File: src/rtl/serial_logic_unit.sv
// -----------------------------------------------------------------------------
// serial_logic_unit
//
// Bit-serial bitwise logic unit. An operand set (a, b, op) is accepted in IDLE,
// then one result bit per clock is produced LSB first from the operand LSBs,
// and the assembled result is presented in DONE until the consumer takes it.
// Accept-to-accept interval is WIDTH+2 cycles; there is no overlap.
//
// Ports
//   clk        in   single clock, rising edge
//   rst_n      in   asynchronous active-low reset
//   in_valid   in   operand set a, b, op is presented
//   in_ready   out  block can accept an operand set (IDLE only)
//   a, b       in   operands, WIDTH bits
//   op         in   00=AND 01=OR 10=XOR 11=NAND
//   out_valid  out  result o is valid (DONE only)
//   out_ready  in   consumer accepts the result
//   o          out  assembled result, WIDTH bits
//   zero       out  o == 0, meaningful while out_valid is high
// -----------------------------------------------------------------------------
module serial_logic_unit #(
   parameter int WIDTH = 4
) (
   input  logic             clk,
   input  logic             rst_n,
   input  logic             in_valid,
   output logic             in_ready,
   input  logic [WIDTH-1:0] a,
   input  logic [WIDTH-1:0] b,
   input  logic [1:0]       op,
   output logic             out_valid,
   input  logic             out_ready,
   output logic [WIDTH-1:0] o,
   output logic             zero
);

   localparam int CNT_W = (WIDTH > 1) ? $clog2(WIDTH) : 1;
   localparam logic [CNT_W-1:0] CNT_LAST = CNT_W'(WIDTH - 1);

   typedef enum logic [1:0] {
      IDLE  = 2'd0,
      SHIFT = 2'd1,
      DONE  = 2'd2
   } state_t;

   typedef enum logic [1:0] {
      OP_AND  = 2'd0,
      OP_OR   = 2'd1,
      OP_XOR  = 2'd2,
      OP_NAND = 2'd3
   } op_t;

   state_t           state_q, state_d;
   logic [WIDTH-1:0] a_q, a_d;
   logic [WIDTH-1:0] b_q, b_d;
   op_t              op_q, op_d;
   logic [CNT_W-1:0] cnt_q, cnt_d;
   logic [WIDTH-1:0] o_q, o_d;
   logic             bit_res;

   // One-bit datapath: only the current operand LSBs are ever evaluated.
   always_comb begin
      bit_res = 1'b0;
      case (op_q)
         OP_AND:  bit_res = a_q[0] & b_q[0];
         OP_OR:   bit_res = a_q[0] | b_q[0];
         OP_XOR:  bit_res = a_q[0] ^ b_q[0];
         OP_NAND: bit_res = ~(a_q[0] & b_q[0]);
         default: bit_res = 1'b0;
      endcase
   end

   // Next-state and datapath update.
   always_comb begin
      // NOTE: every variable gets a hold-value default first so no path
      // through the case leaves it unassigned, which would infer a latch.
      state_d = state_q;
      a_d     = a_q;
      b_d     = b_q;
      op_d    = op_q;
      cnt_d   = cnt_q;
      o_d     = o_q;

      case (state_q)
         IDLE: begin
            if (in_valid) begin
               a_d     = a;
               b_d     = b;
               op_d    = op_t'(op);
               cnt_d   = '0;
               o_d     = '0;
               state_d = SHIFT;
            end
         end

         SHIFT: begin
            o_d[cnt_q] = bit_res;
            a_d        = a_q >> 1;
            b_d        = b_q >> 1;
            // Final bit is written on the same edge that leaves SHIFT.
            if (cnt_q == CNT_LAST) begin
               cnt_d   = '0;
               state_d = DONE;
            end else begin
               cnt_d = cnt_q + CNT_W'(1);
            end
         end

         DONE: begin
            // o is held; only the handoff can leave this state.
            if (out_ready) begin
               state_d = IDLE;
            end
         end

         default: begin
            state_d = IDLE;
         end
      endcase
   end

   // NOTE: sequential state uses non-blocking assignments so every flop
   // samples the pre-edge values, independent of statement order.
   always_ff @(posedge clk or negedge rst_n) begin
      if (!rst_n) begin
         state_q <= IDLE;
         a_q     <= '0;
         b_q     <= '0;
         op_q    <= OP_AND;
         cnt_q   <= '0;
         o_q     <= '0;
      end else begin
         state_q <= state_d;
         a_q     <= a_d;
         b_q     <= b_d;
         op_q    <= op_d;
         cnt_q   <= cnt_d;
         o_q     <= o_d;
      end
   end

   // Handshake outputs decode registered state only.
   assign in_ready  = (state_q == IDLE);
   assign out_valid = (state_q == DONE);
   assign o         = o_q;
   assign zero      = (o_q == '0);

   // Structural invariants.
   cnt_in_range : assert property (@(posedge clk) disable iff (!rst_n)
      cnt_q <= CNT_LAST);
   state_legal : assert property (@(posedge clk) disable iff (!rst_n)
      state_q != 2'd3);

endmodule

File: config.mk
export PLATFORM = sky130hd
export DESIGN_NAME = serial_logic_unit
export DESIGN_NICKNAME = d
export VERILOG_FILES = /design/src/rtl/serial_logic_unit.sv
export SDC_FILE = /design/constraint.sdc
export NUM_CORES = 1
export LEC_CHECK = 0
export ABC_CLOCK_PERIOD_IN_PS = 1500
export CORE_ASPECT_RATIO = 0.8
export CORE_MARGIN = 10
export CORE_UTILIZATION = 49
export DETAILED_ROUTE_END_ITERATION = 10
export PLACE_DENSITY = 0.77
export SYNTH_ARGS = -nofsm -noshare
export SYNTH_HDL_FRONTEND = slang
export SYNTH_SLANG_ARGS = --single-unit
File: constraint.sdc
create_clock -name clk -period 1.5 [get_ports clk]
set_input_delay 0.15 -clock clk [delete_from_list [all_inputs] [get_ports clk]]
set_output_delay 0.15 -clock clk [all_outputs]
set_load 0.005 [all_outputs]
[Word level (Yosys, flattened, before mapping)]
Index checks and enable logic that the tools add are counted.
Operators by class
  order comparisons: 2
  multiplexer cells: 17
  eq/ne operators: 9
  bitwise gates (word level): 4
  add/subtract/negate cells: 1
  reduce and logical (&&, ||, !) cells: 8
Operators by type and width (number)
  4-bit case mux with 2 select lines: 3
  4-bit two-way mux: 3
  2-bit two-way mux: 5
  2-bit equality test, second input constant: 4
  2-bit case mux with 3 select lines: 1
  4-bit bitwise mux: 1
  2-bit by 1-bit equality test with 1-bit output, second input constant: 2
  2-bit logical NOT: 2
  4-bit logical NOT: 1
  2-bit inequality test, second input constant: 2
  1-bit case mux with 4 select lines: 1
  2-bit case mux with 2 select lines: 1
  2-bit AND reduction: 2
  2-bit by 3-bit < comparator with 1-bit output, second input constant: 1
  3-bit AND reduction: 1
  2-bit by 1-bit adder with 2-bit output, second input constant: 1
  1-bit demux with 2-bit select: 1
  2-bit by 1-bit greater-or-equal comparator with 1-bit output, second input constant: 1
  2-bit by 1-bit inequality test with 1-bit output, second input constant: 1
  2-bit nonzero test: 1
  1-bit bitwise AND: 1
  1-bit logical AND: 1
  1-bit two-way mux: 1
  1-bit inverter: 1
  2 further kinds: 2
Storage, ports and cells
  output and inout bits: 7
  flip-flop bits (word level): 18
  input bits: 14

[Longest topological paths before layout]
Gate-level depths: netlist of run 1.
  depth in word-level cells: 6
  gate-level depth with buffers: 6
  mapped depth without buffers: 5

[Worst setup path after synthesis of run 1]
OpenSTA, ideal clock, no wires.
  path type: register -> register
  start: reg state_q[0]
  end: reg o_q[0] (netlist: o[0])
  cell stages (with the launch flop): 7
  setup time: 0.140 ns
  setup slack: 0.123 ns
  arrival: 1.237 ns
  data required time: 1.360 ns
  path through: dfrtp_1 buf_6 or3b_1 buf_6 buf_12 nand3_2 o31ai_1
Between the ends
  word-level cells in the longest chain between the ends: 3
RTL lines
  start, declared: line 53  | state_t state_q, state_d;
  start signal, assigned: line 133  | state_q <= state_d;
  2-bit by 1-bit equality test with 1-bit output / 2-bit logical NOT (equally long branches): line 84  | case (state_q)
  2-bit nonzero test (no line) / 2-bit inequality test (equally long branches)
  2-bit AND reduction (no line)
  end signal, assigned: line 131  | o_q <= '0;
  end signal, assigned: line 138  | o_q <= o_d;
  end, declared: line 58  | logic [WIDTH-1:0] o_q, o_d;
Several ways; a longest one is shown, not always the timed one.
A chain may end at the register's enable or synchronous reset.

[Final worst setup path of run 1]
  start: reg state_q[0]
  end: reg cnt_q[1]
Between the ends
  word-level cells in the longest chain between the ends: 3
RTL lines
  2-bit by 1-bit equality test with 1-bit output / 2-bit logical NOT (equally long branches): line 84
  2-bit nonzero test (no line) / 2-bit inequality test (equally long branches)
  2-bit AND reduction (no line)
  end signal, assigned: line 137  | cnt_q <= cnt_d;
  end, declared: line 57  | logic [CNT_W-1:0] cnt_q, cnt_d;
Several ways; a longest one is shown, not always the timed one.

==> qor.csv, run 1 <==
stage;metric;value;unit
worst_setup_path;crit_fanout;17;
place;finalWeightedCongestion;0.774;
drt;met2RoutedLength;996;µm
finish;fin_cells;153;
worst_setup_path;crit_chain;buf_4, or3b_1, buf_6, nand3_1, o21ai_0;
drt;wl;2110;µm
clock_tree;cts_buffer_depth;2;
synthesis;syn_area;986;µm²
finish;final_net_count;150;
worst_setup_path;cp.arrival;1.62;ns
drt;avgRoutedWirePerCell;13.8;µm
clock_tree;root_buffer;clkbuf_4;
drt;drt_iter0_markers;34;
worst_setup_path;critPathCaptureType;flip-flop;
global_routing;antenna_found_initial;0;
clock_tree;clk_latency;0.30;ns
place;io_buffers;20;
place;place_inst;146;
clock_tree;hold_buffers;0;
clock_tree;cts_max_level;1;
floorplanning;core_area;1890;µm²
synthesis;synthCells;101;
worst_setup_path;crit_family;simple AND/OR/NAND/NOR gates;
finish;fillers;150;
power_and_ir_drop;fin_total_pwr;2520;µW
synthesis;synth_nets;121;
timing;slew_violations;0;
floorplanning;fp.dieH;60.1;µm
finish;final_layout_size_suffix_gt1_share;20.2;%
floorplanning;start_util;52.1;%
flow_run;maxCapViolCount;0;
floorplanning;io_pins;21;
worst_setup_path;crit_required;1.69;ns
synthesis;ys_warn_count;0;
drt;firstDrtPassIters;4;
timing;max_freq;700;MHz
clock_tree;cts_tree;yes;
drt;drc;0;
synthesis;ys_ff_latch;18;
timing;finalHoldViolCount;0;
floorplanning;fp.dieW;70.2;µm
worst_setup_path;critPathBufInv;2;
timing;fin_skew;0.00836;ns
drt;via_per_inst;5.14;
timing;layout_min_cycle_time;1.43;ns
worst_setup_path;crit_path_start_kind;flip-flop;
synthesis;seq_area_frac_synth;45.7;%
place;preCtsSetupSlack;0.00584;ns
timing;tightest_slew;0.249;ns
place;dp_hpwl;1490;µm
drt;top_layer;met4;
global_routing;grt_usage;10.4;%
timing;worst_slack;0.0719;ns
finish;syn2layout_area_growth;29.6;%
timing;finalSetupTns;0;ns
clock_tree;cts_sinks;18;
clock_tree;cts_buffers;3;
worst_setup_path;slowest_stage;dfrtp_2;
worst_hold_path;hold_path.class;input pin to asynchronous set/reset pin;
global_routing;grt-ovfl-total;0;
timing;whs;0.169;ns
synthesis;ys_types;23;
timing;period_share;95.2;%
run_status;status;completed;
power_and_ir_drop;peakVddDrop;1.19;mV
power_and_ir_drop;p_per_area;1980;nW/µm²
timing;setup_viol;0;
power_and_ir_drop;p_leak;0.000606;µW
floorplanning;rows;14;
clock_tree;clkTransAtPathRegs;0.11;ns
timing;slew_headroom;83.4;%
synthesis;avgSynthCellArea;9.76;µm²
floorplanning;dieArea;4220;µm²
global_routing;grt_start_max_net_pins;20;
drt;m1WireLength;964;µm
global_routing;grt_pass1_wl;3510;µm
global_routing;grt_pass1_vias;805;
finish;antennaDiodeCount;0;
drt;vias;786;
drt;antenna_left;0;
worst_setup_path;cp_slowest_stage_delay;0.43;ns
worst_setup_path;path_class;flip-flop to flip-flop;
drt;route.met3.wl;126;µm
cell usage after synthesis:
master	number	share of area [%]
o21ai_0	3	1.5
nand3b_1	4	3.0
nor2b_1	1	0.63
ha_1	6	7.6
o31ai_2	1	1.3
nor4_1	1	0.63
or3b_1	1	0.89
nor2_1	7	2.7
a21oi_1	1	0.51
o211ai_1	1	0.76
nand3_1	1	0.51
or2_2	1	0.63
nand2b_1	2	1.3
nand2_1	23	8.8
o31ai_1	5	3.8
buf_2	2	1.0
a31oi_1	6	3.8
dfrtp_1	18	46
buf_12	1	2.0
inv_1	6	2.3
buf_6	2	2.3
nand3_2	7	7.1
nor3b_2	1	1.3
final timing paths:
path                       slack, ns       start    endpoint  depth (start not counted)
setup / recovery                0.07  state_q[0]    cnt_q[1]                          5
setup reg to reg                0.07  state_q[0]    cnt_q[1]                          5
hold reg to reg                 0.52      b_q[3]      b_q[3]                          2
max in group asynchronous       1.10       rst_n  state_q[0]                          2
hold / removal                  0.17       rst_n    cnt_q[0]                          2
min in group clk                0.37        b[3]      b_q[3]                          3
area by class of cell:
cell class,instances,area [µm²],area share (%)
inverters,6,22.5,1.76
clock buffers,4,36.3,2.84
repair buffers,29,272,21.3
multi-input cells,72,464,36.3
well taps,24,30.0,2.35
flip-flops and latches,18,453,35.5
registers in the layout (all words and copies together), names as in the netlist:
name	count
b_q	4
cnt_q	2
a_q	4
o	4
state_q	2
op_q	2
routing by layer:
layer  global-route usage (%)  vias to the layer above
met5                        0                        -
met4                     3.37                        0
met3                     4.80                        5
met2                     18.3                       18
met1                     10.9                      363
li1                         -                      400
report_power, final:
group | leakage, µW | total, µW | switching (µW) | internal, µW
registers | 0.000221 | 891 | 174 | 717
logic | 0.000364 | 1330 | 690 | 638
clock network | 0.0000210 | 303 | 155 | 148
total | 0.000606 | 2520 | 1020 | 1500
what timing repair did:
item                                    in CTS  in global routing
buffers inserted                             2                  1
gates resized for setup                      4                  3
endpoints found under the hold margin        0                  0
pin swaps                                    0                  0
endpoints found under the setup margin       3                 12
cell families (layout without fill, tap and decap cells):
kind of cell               Yosys count  count (layout)  share of synthesized area, %
buffers and inverters               11              39                          7.61
AOI/OAI and AO/OA                   17              17                          11.7
adders and majority gates            6               6                          7.61
DFF                                 18              18                          45.7
and+or+nand+nor                     49              49                          27.4
per-stage QoR:
| stage | area, µm² | utilization, % |
|---|---|---|
| 2_1_floorplan | 986 | - |
| 3_3_place_gp | 1210 | 63.9 |
| 3_5_place_dp | 1210 | 63.9 |
| 4_1_cts | 1260 | 66.6 |
| 5_1_grt | 1280 | 67.5 |
| 6_report | 1280 | 67.5 |
cells in the final DEF, fill, tap and decap left out:
master,n
nand2_1,23
a31oi_1,6
o211ai_1,1
nor2b_1,1
inv_1,6
dlygate4sd2_1,2
clkbuf_8,1
o31ai_1,5
dfrtp_1,16
nand3_1,1
buf_4,8
clkbuf_4,3
clkdlybuf4s50_1,17
nand3b_1,4
o31ai_2,1
nand2b_1,2
nor4_1,1
dlymetal6s2s_1,1
nor3b_2,1
nand3_2,7
nor2_1,7
dfrtp_2,2
ha_1,6
o21ai_0,3
a21oi_2,1
buf_6,1
or3b_1,1
or2_2,1
Note: power is estimated with default switching activity, not from simulation.
==> run 2: changes to the inputs <==
--- a/config.mk
+++ b/config.mk
@@ -9,6 +9,7 @@
 export CORE_ASPECT_RATIO = 0.8
 export CORE_MARGIN = 10
 export CORE_UTILIZATION = 49
+export CTS_CLUSTER_SIZE = 8
 export DETAILED_ROUTE_END_ITERATION = 10
 export PLACE_DENSITY = 0.77
 export SYNTH_ARGS = -nofsm -noshare
==> results of run 2 <==
No change in the layout: final DEF, timing and power equal those of run 1.
